$ cat src/rtl/duck_round_ctrl.sv
// Round sequencer for the duck sprite datapath: drives the duck-block state bus and
// keeps the per-duck shot budget, hit/score tally and round progression.
module duck_round_ctrl #(
    parameter int DUCKS_PER_ROUND = 10,
    parameter int SHOTS_PER_DUCK  = 3,
    parameter int PASS_HITS       = 6,
    parameter int SPAWN_FRAMES    = 2,
    parameter int AWAY_FRAMES     = 60,
    parameter int END_FRAMES      = 120,
    parameter int FLY_TIMEOUT     = 600,
    parameter int POINTS          = 500
) (
    input  logic        Clk,
    input  logic        Reset_n,
    input  logic        frame_clk,
    input  logic        start,
    input  logic        trigger,
    input  logic        hit,
    input  logic        bird_shot,
    input  logic        flew_away,
    input  logic        duck_ded_done,
    output logic [2:0]  state,
    output logic        new_round,
    output logic        shot,
    output logic [1:0]  shots_left,
    output logic [3:0]  duck_num,
    output logic [3:0]  ducks_hit,
    output logic [7:0]  round_num,
    output logic [15:0] score,
    output logic        game_over
);
    typedef enum logic [2:0] {
        IDLE      = 3'b000,
        SPAWN     = 3'b001,
        FLY       = 3'b010,
        AWAY      = 3'b011,
        FALL      = 3'b100,
        ROUND_END = 3'b101,
        GAMEOVER  = 3'b110
    } state_e;

    state_e      state_q, state_d;
    logic [9:0]  fcnt_q, fcnt_d;
    logic [1:0]  shots_q, shots_d;
    logic [3:0]  duck_q, duck_d, hits_q, hits_d;
    logic [7:0]  round_q, round_d;
    logic [15:0] score_q, score_d;
    logic        shot_q, shot_d, new_round_q, new_round_d, game_over_q, game_over_d;
    logic        fc1_q, fc2_q, fe_q;
    logic        trg1_q, trg2_q, trg3_q, st1_q, st2_q;
    logic        tpulse, spulse, next_duck;
    logic [16:0] score_sum;

    assign tpulse    = trg2_q & ~trg3_q;
    assign spulse    = st1_q & ~st2_q;
    assign score_sum = {1'b0, score_q} + 17'(POINTS);

    always_comb begin
        state_d   = state_q;
        fcnt_d    = fcnt_q;
        shots_d   = shots_q;
        duck_d    = duck_q;
        hits_d    = hits_q;
        round_d   = round_q;
        score_d   = score_q;
        shot_d    = shot_q;
        next_duck = 1'b0;
        // the duck block samples shot while fe is high; drop it right after
        if (fe_q && shot_q) shot_d = 1'b0;
        case (state_q)
            IDLE: if (spulse) begin
                state_d = SPAWN;
                duck_d  = '0;
                hits_d  = '0;
                score_d = '0;
                round_d = 8'd1;
            end
            SPAWN: if (fe_q) begin
                if (fcnt_q == 10'(SPAWN_FRAMES - 1)) state_d = FLY;
                else fcnt_d = fcnt_q + 10'd1;
            end
            FLY: begin
                if (tpulse && shots_q != 2'd0) begin
                    shots_d = shots_q - 2'd1;
                    if (hit) shot_d = 1'b1;
                end
                if (fe_q) fcnt_d = fcnt_q + 10'd1;
                if (bird_shot) state_d = FALL;
                else if (flew_away || (fe_q && fcnt_q == 10'(FLY_TIMEOUT - 1))) state_d = AWAY;
            end
            FALL: if (duck_ded_done) begin
                if (hits_q != 4'hF) hits_d = hits_q + 4'd1;
                score_d   = score_sum[16] ? 16'hFFFF : score_sum[15:0];
                next_duck = 1'b1;
            end
            AWAY: if (fe_q) begin
                if (fcnt_q == 10'(AWAY_FRAMES - 1)) next_duck = 1'b1;
                else fcnt_d = fcnt_q + 10'd1;
            end
            ROUND_END: if (fe_q) begin
                if (fcnt_q == 10'(END_FRAMES - 1)) begin
                    if (hits_q >= 4'(PASS_HITS)) begin
                        round_d = (round_q == 8'd255) ? 8'd1 : round_q + 8'd1;
                        duck_d  = '0;
                        hits_d  = '0;
                        state_d = SPAWN;
                    end else begin
                        state_d = GAMEOVER;
                    end
                end else begin
                    fcnt_d = fcnt_q + 10'd1;
                end
            end
            GAMEOVER: if (spulse) state_d = IDLE;
            default: state_d = IDLE;
        endcase
        if (next_duck) begin
            if (duck_q == 4'(DUCKS_PER_ROUND - 1)) state_d = ROUND_END;
            else begin
                duck_d  = duck_q + 4'd1;
                state_d = SPAWN;
            end
        end
        // every state starts its frame count afresh
        if (state_d != state_q) fcnt_d = '0;
        new_round_d = (state_d == SPAWN) && (state_q != SPAWN);
        if (new_round_d) shots_d = 2'(SHOTS_PER_DUCK);
        if (state_d != FLY) shot_d = 1'b0;
        game_over_d = (state_d == GAMEOVER);
    end

    always_ff @(posedge Clk or negedge Reset_n) begin
        if (!Reset_n) begin
            state_q     <= IDLE;
            fcnt_q      <= '0;
            shots_q     <= 2'(SHOTS_PER_DUCK);
            duck_q      <= '0;
            hits_q      <= '0;
            round_q     <= 8'd1;
            score_q     <= '0;
            shot_q      <= 1'b0;
            new_round_q <= 1'b0;
            game_over_q <= 1'b0;
            fc1_q       <= 1'b0;
            fc2_q       <= 1'b0;
            fe_q        <= 1'b0;
            trg1_q      <= 1'b0;
            trg2_q      <= 1'b0;
            trg3_q      <= 1'b0;
            st1_q       <= 1'b0;
            st2_q       <= 1'b0;
        end else begin
            state_q     <= state_d;
            fcnt_q      <= fcnt_d;
            shots_q     <= shots_d;
            duck_q      <= duck_d;
            hits_q      <= hits_d;
            round_q     <= round_d;
            score_q     <= score_d;
            shot_q      <= shot_d;
            new_round_q <= new_round_d;
            game_over_q <= game_over_d;
            fc1_q       <= frame_clk;
            fc2_q       <= fc1_q;
            fe_q        <= fc1_q & ~fc2_q;
            trg1_q      <= trigger;
            trg2_q      <= trg1_q;
            trg3_q      <= trg2_q;
            st1_q       <= start;
            st2_q       <= st1_q;
        end
    end

    assign state      = state_q;
    assign new_round  = new_round_q;
    assign shot       = shot_q;
    assign shots_left = shots_q;
    assign duck_num   = duck_q;
    assign ducks_hit  = hits_q;
    assign round_num  = round_q;
    assign score      = score_q;
    assign game_over  = game_over_q;
endmodule

$ cat config.mk
export PLATFORM = sky130hd
export DESIGN_NAME = duck_round_ctrl
export DESIGN_NICKNAME = d
export VERILOG_FILES = /design/src/rtl/duck_round_ctrl.sv
export SDC_FILE = /design/constraint.sdc
export NUM_CORES = 1
export LEC_CHECK = 0
export ABC_AREA = 1
export BUFFER_PORTS_ARGS = -buffer_cell sky130_fd_sc_hd__buf_4
export CORE_ASPECT_RATIO = 0.9
export CORE_MARGIN = 2
export CORE_UTILIZATION = 57
export DETAILED_ROUTE_END_ITERATION = 12
export GPL_TIMING_DRIVEN = 0
export PLACE_DENSITY_LB_ADDON = 0.05
export SLEW_MARGIN = 10
export SYNTH_ARGS = -nofsm -noshare
export SYNTH_HDL_FRONTEND = slang
export SYNTH_SLANG_ARGS = --single-unit
$ cat constraint.sdc
create_clock -name Clk -period 2.2 [get_ports Clk]
set_input_delay 0.44 -clock Clk [delete_from_list [all_inputs] [get_ports Clk]]
set_output_delay 0.44 -clock Clk [all_outputs]
set_load 0.005 [all_outputs]
==> out/results.ini <==
[clock_tree]
root_buffer=clkbuf_8
clock_sinks=57
clock_path_buffers=2
post_cts_buffers=0
cts_buffers=9
clk_pin_slew_ns=0.06
clock_latency_ns=0.34
htree_levels=3
cts_tree=done

[global_route]
grt_use_total_pct=23.94
grt_first_pass_wirelength_mm=12.50
grt_max_degree=58
grt_pass1_vias=2836
grt_overflow=0
antenna_found_initial=0

[worst_setup_path]
ff2ff_setup_slack_ns=0.15
critPathKind=flop to flop
crit_arrival_ns=2.32
crit_fanout=10
crit_required_ns=2.47
r2r_end=fcnt_q[1]$_DFFE_PN0P_
rr_startpoint=fcnt_q[0]$_DFFE_PN0P_
end_kind=flop
cp-start-kind=flop
r2r_cells=13

[floorplan]
ios=49
start_util_pct=58.93
dieArea_mm2=0.006481
rows=26
fp.dieH_um=76.58
core_mm2=0.005660
die_w_um=84.64

[sta]
max_slew_margin_pct=52.80
hold_viol=0
rsz0062_at_grt=no
worst_hold_slack_ns=0.1503
fmaxAchievable_mhz=488.0
skew_ns=0.008058
finalCriticalPeriod_ns=2.049
setup_viol=0
fin_tns_setup_ns=0
fin_ws_ns=0.1506
fin_crit_sh_pct=93.15
finalMaxSlewViolations=0
worst_pin_slew_ns=0.7080

[placement]
place_area_mm2=0.003784
hpwl_mm=5.099
port_buffers=48
dpl_worst_slack_ns=0.1595
place.gp.congestion=0.8585

[yosys]
synthCells=402
synth-edff-count=0
post_synth_fa_ha_maj_area_fraction_pct=3.376
synth_area_mm2=0.003336
synth_flop_cell=dfrtp_1
synth_seq_cells=57
synth_top_family_by_area=simple AND/OR/NAND/NOR gates
syn_avg_cell_area_um2=8.298
synth.net_count=420
yosys.area_share.simple_pct=30.95
ys.warnings.count=0
ys_types=39
synth_compound_area_share_pct=9.602
synth-xor-area-share_pct=4.726
synthMuxAreaShare_pct=0
async_flop_share_pct=100.0
yosysSeqAreaShare_pct=42.87

[run]
drv_cap=0

[routing]
dr.pass1.iters=5
wl_per_cell_um=13.38
drt_wl_total_mm=7.173
vias_per_cell=5.293
drc_errors=0
drt-initial-drc-count=122
vias=2837
ant_nets=0

[power]
ir_drop_uv=748.3
power.density_mw_per_mm2=1020
clockPowerShare_pct=26.0
p_seq_share_pct=34.3
p_sw_share_pct=39.83
power.leakage_nw=1.934
intPower_mw=2.453
power_switching_mw=1.624
pwr-share-comb_pct=39.6

[run_status]
status=finished, final reports clean

[final_layout]
final_cell_area_mm2=0.003996
syn_to_final_growth_pct=19.80
drive_above_1_share_pct=27.04
fillers=468
final_util_pct=70.60
layout.nets=479
diodes=0

[min_path]
hold_path.class=input port to asynchronous set/reset pin

[how the worst max path moves through the flow]
stage | startpoint | cells after the start | slack, ns | endpoint
floorplan | fcnt_q[0]$_DFFE_PN0P_ | 13 | 0.45 | round_num[7]$_DFFE_PN0P_
global placement | fcnt_q[0]$_DFFE_PN0P_ | 13 | 0.19 | round_num[7]$_DFFE_PN0P_
detailed placement | fcnt_q[0]$_DFFE_PN0P_ | 13 | 0.16 | round_num[7]$_DFFE_PN0P_
CTS | fcnt_q[0]$_DFFE_PN0P_ | 13 | 0.13 | fcnt_q[1]$_DFFE_PN0P_
global route | score[2]$_DFFE_PN0P_ | 7 | 0.01 | score[0]$_DFFE_PN0P_
finish | fcnt_q[0]$_DFFE_PN0P_ | 13 | 0.15 | fcnt_q[1]$_DFFE_PN0P_
[logic make-up after synthesis]
| family | count (synthesis) |
|---|---|
| buffers and inverters | 66 |
| adders and majority gates | 9 |
| xor gates and xnor gates | 18 |
| DFF | 57 |
| AOI/OAI and AO/OA | 55 |
| and+or+nand+nor | 197 |
[synthesized netlist by cell type, types with 2 or more instances]
library cell	instances	area (µm²)
nand2_1	72	270.3
inv_1	51	191.4
a21oi_1	14	70.07
nand3_1	32	160.2
o21ai_0	20	100.1
nand4_1	4	25.02
o21a_1	2	15.01
ha_1	9	112.6
nor2_1	30	112.6
inv_4	3	18.77
xor2_1	14	122.6
nor3_1	11	55.05
nand3_2	4	40.04
o21ai_1	3	15.01
nor3b_1	2	15.01
dfstp_2	3	78.83
nor2_2	14	87.58
nand2_4	4	45.04
o22ai_1	4	25.02
o221ai_1	3	26.28
nor2_4	4	45.04
o31ai_1	2	15.01
nand2_2	11	68.82
inv_2	7	26.28
dfrtp_1	54	1351
xnor2_1	4	35.03
nor4_1	3	18.77
nor3_4	3	48.80
o211ai_1	5	37.54
[layer usage]
metal	track usage, %	routed length, µm	vias to the layer above
li1	-	-	1432
met4	8.889	107	0
met2	38.58	3445	58
met3	6.501	304	8
met1	30.94	3315	1339
met5	0	0	-
[state kept, by name (all words and copies together) (netlist names)]
| name | flops |
|---|---|
| trg2_q | 1 |
| st1_q | 1 |
| score | 15 |
| st2_q | 1 |
| trg3_q | 1 |
| fc1_q | 1 |
| state | 3 |
| fcnt_q | 10 |
| fe_q | 1 |
| fc2_q | 1 |
| new_round | 1 |
| shots_left | 2 |
| shot | 1 |
| ducks_hit | 4 |
| duck_num | 4 |
| round_num | 8 |
| game_over | 1 |
| trg1_q | 1 |
[power groups by stage]
| stage | Combinational [mW] | Sequential [mW] | Clock (mW) |
|---|---|---|---|
| 2_1_floorplan | 1.12 | 1.39 | 0 |
| 3_3_place_gp | 1.57 | 1.41 | 0 |
| 3_5_place_dp | 1.62 | 1.41 | 0 |
| 4_1_cts | 1.63 | 1.40 | 1.08 |
| 5_1_grt | 1.80 | 1.42 | 1.13 |
| 6_report | 1.62 | 1.40 | 1.06 |
[placed cells by master (no fill, tap or decap), types with 2 or more instances in the layout]
cell,Yosys,routed
xnor2_1,4,4
ha_1,9,8
bufinv_16,0,2
o31ai_1,2,2
nor2_1,30,30
nor4_1,3,3
buf_4,1,49
inv_2,7,7
nand4_1,4,4
nand2_1,72,72
dfstp_2,3,3
dfrtp_1,54,54
o211ai_1,5,5
nor2_2,14,14
clkbuf_8,1,10
nand3_1,32,32
o21ai_0,20,20
clkinv_2,1,4
nor2_4,4,4
o21a_1,2,2
o221ai_1,3,3
inv_4,3,3
nor3_4,3,3
a21oi_1,14,14
xor2_1,14,14
nor3_1,11,11
nor3b_1,2,2
o21ai_1,3,3
inv_1,51,51
o22ai_1,4,4
nand3_2,4,4
nand2_2,11,11
nand2_4,4,4
[critical path, cell delays in order (launching register included)]
cell and delay [ns]:
dfrtp_1 0.43, ha_2 0.25, nand2_2 0.08, nor2_4 0.13, nand2_2 0.08, nor2_4 0.12
nand3_2 0.12, nand3_1 0.14, nand2_2 0.07, nand2_2 0.07, nand2_1 0.05, nand2_1 0.10
nand3_4 0.19, nor2_2 0.13
[stage by stage]
step,std cells,power (mW)
finish,536,4.078
global route,536,4.351
CTS,536,4.106
detailed placement,520,3.029
global placement,520,2.975
floorplan,402,2.516
[layout make-up]
| class | count | area (µm²) | area share (%) |
|---|---|---|---|
| clock buffer | 10 | 127.6 | 3.193 |
| clock inverter | 6 | 82.58 | 2.066 |
| multi-input combinational | 279 | 1625 | 40.67 |
| inverter | 62 | 241.5 | 6.043 |
| tap | 70 | 87.58 | 2.192 |
| sequential | 57 | 1430 | 35.79 |
| timing repair buffer | 48 | 360.3 | 9.017 |
| buffer | 4 | 41.29 | 1.033 |
[what timing repair did]
item                       in CTS  in global routing
gates resized for setup         0                  1
setup endpoints to repair       0                 11
hold buffers                    0                  0
Power figures use the tool's default switching activity.
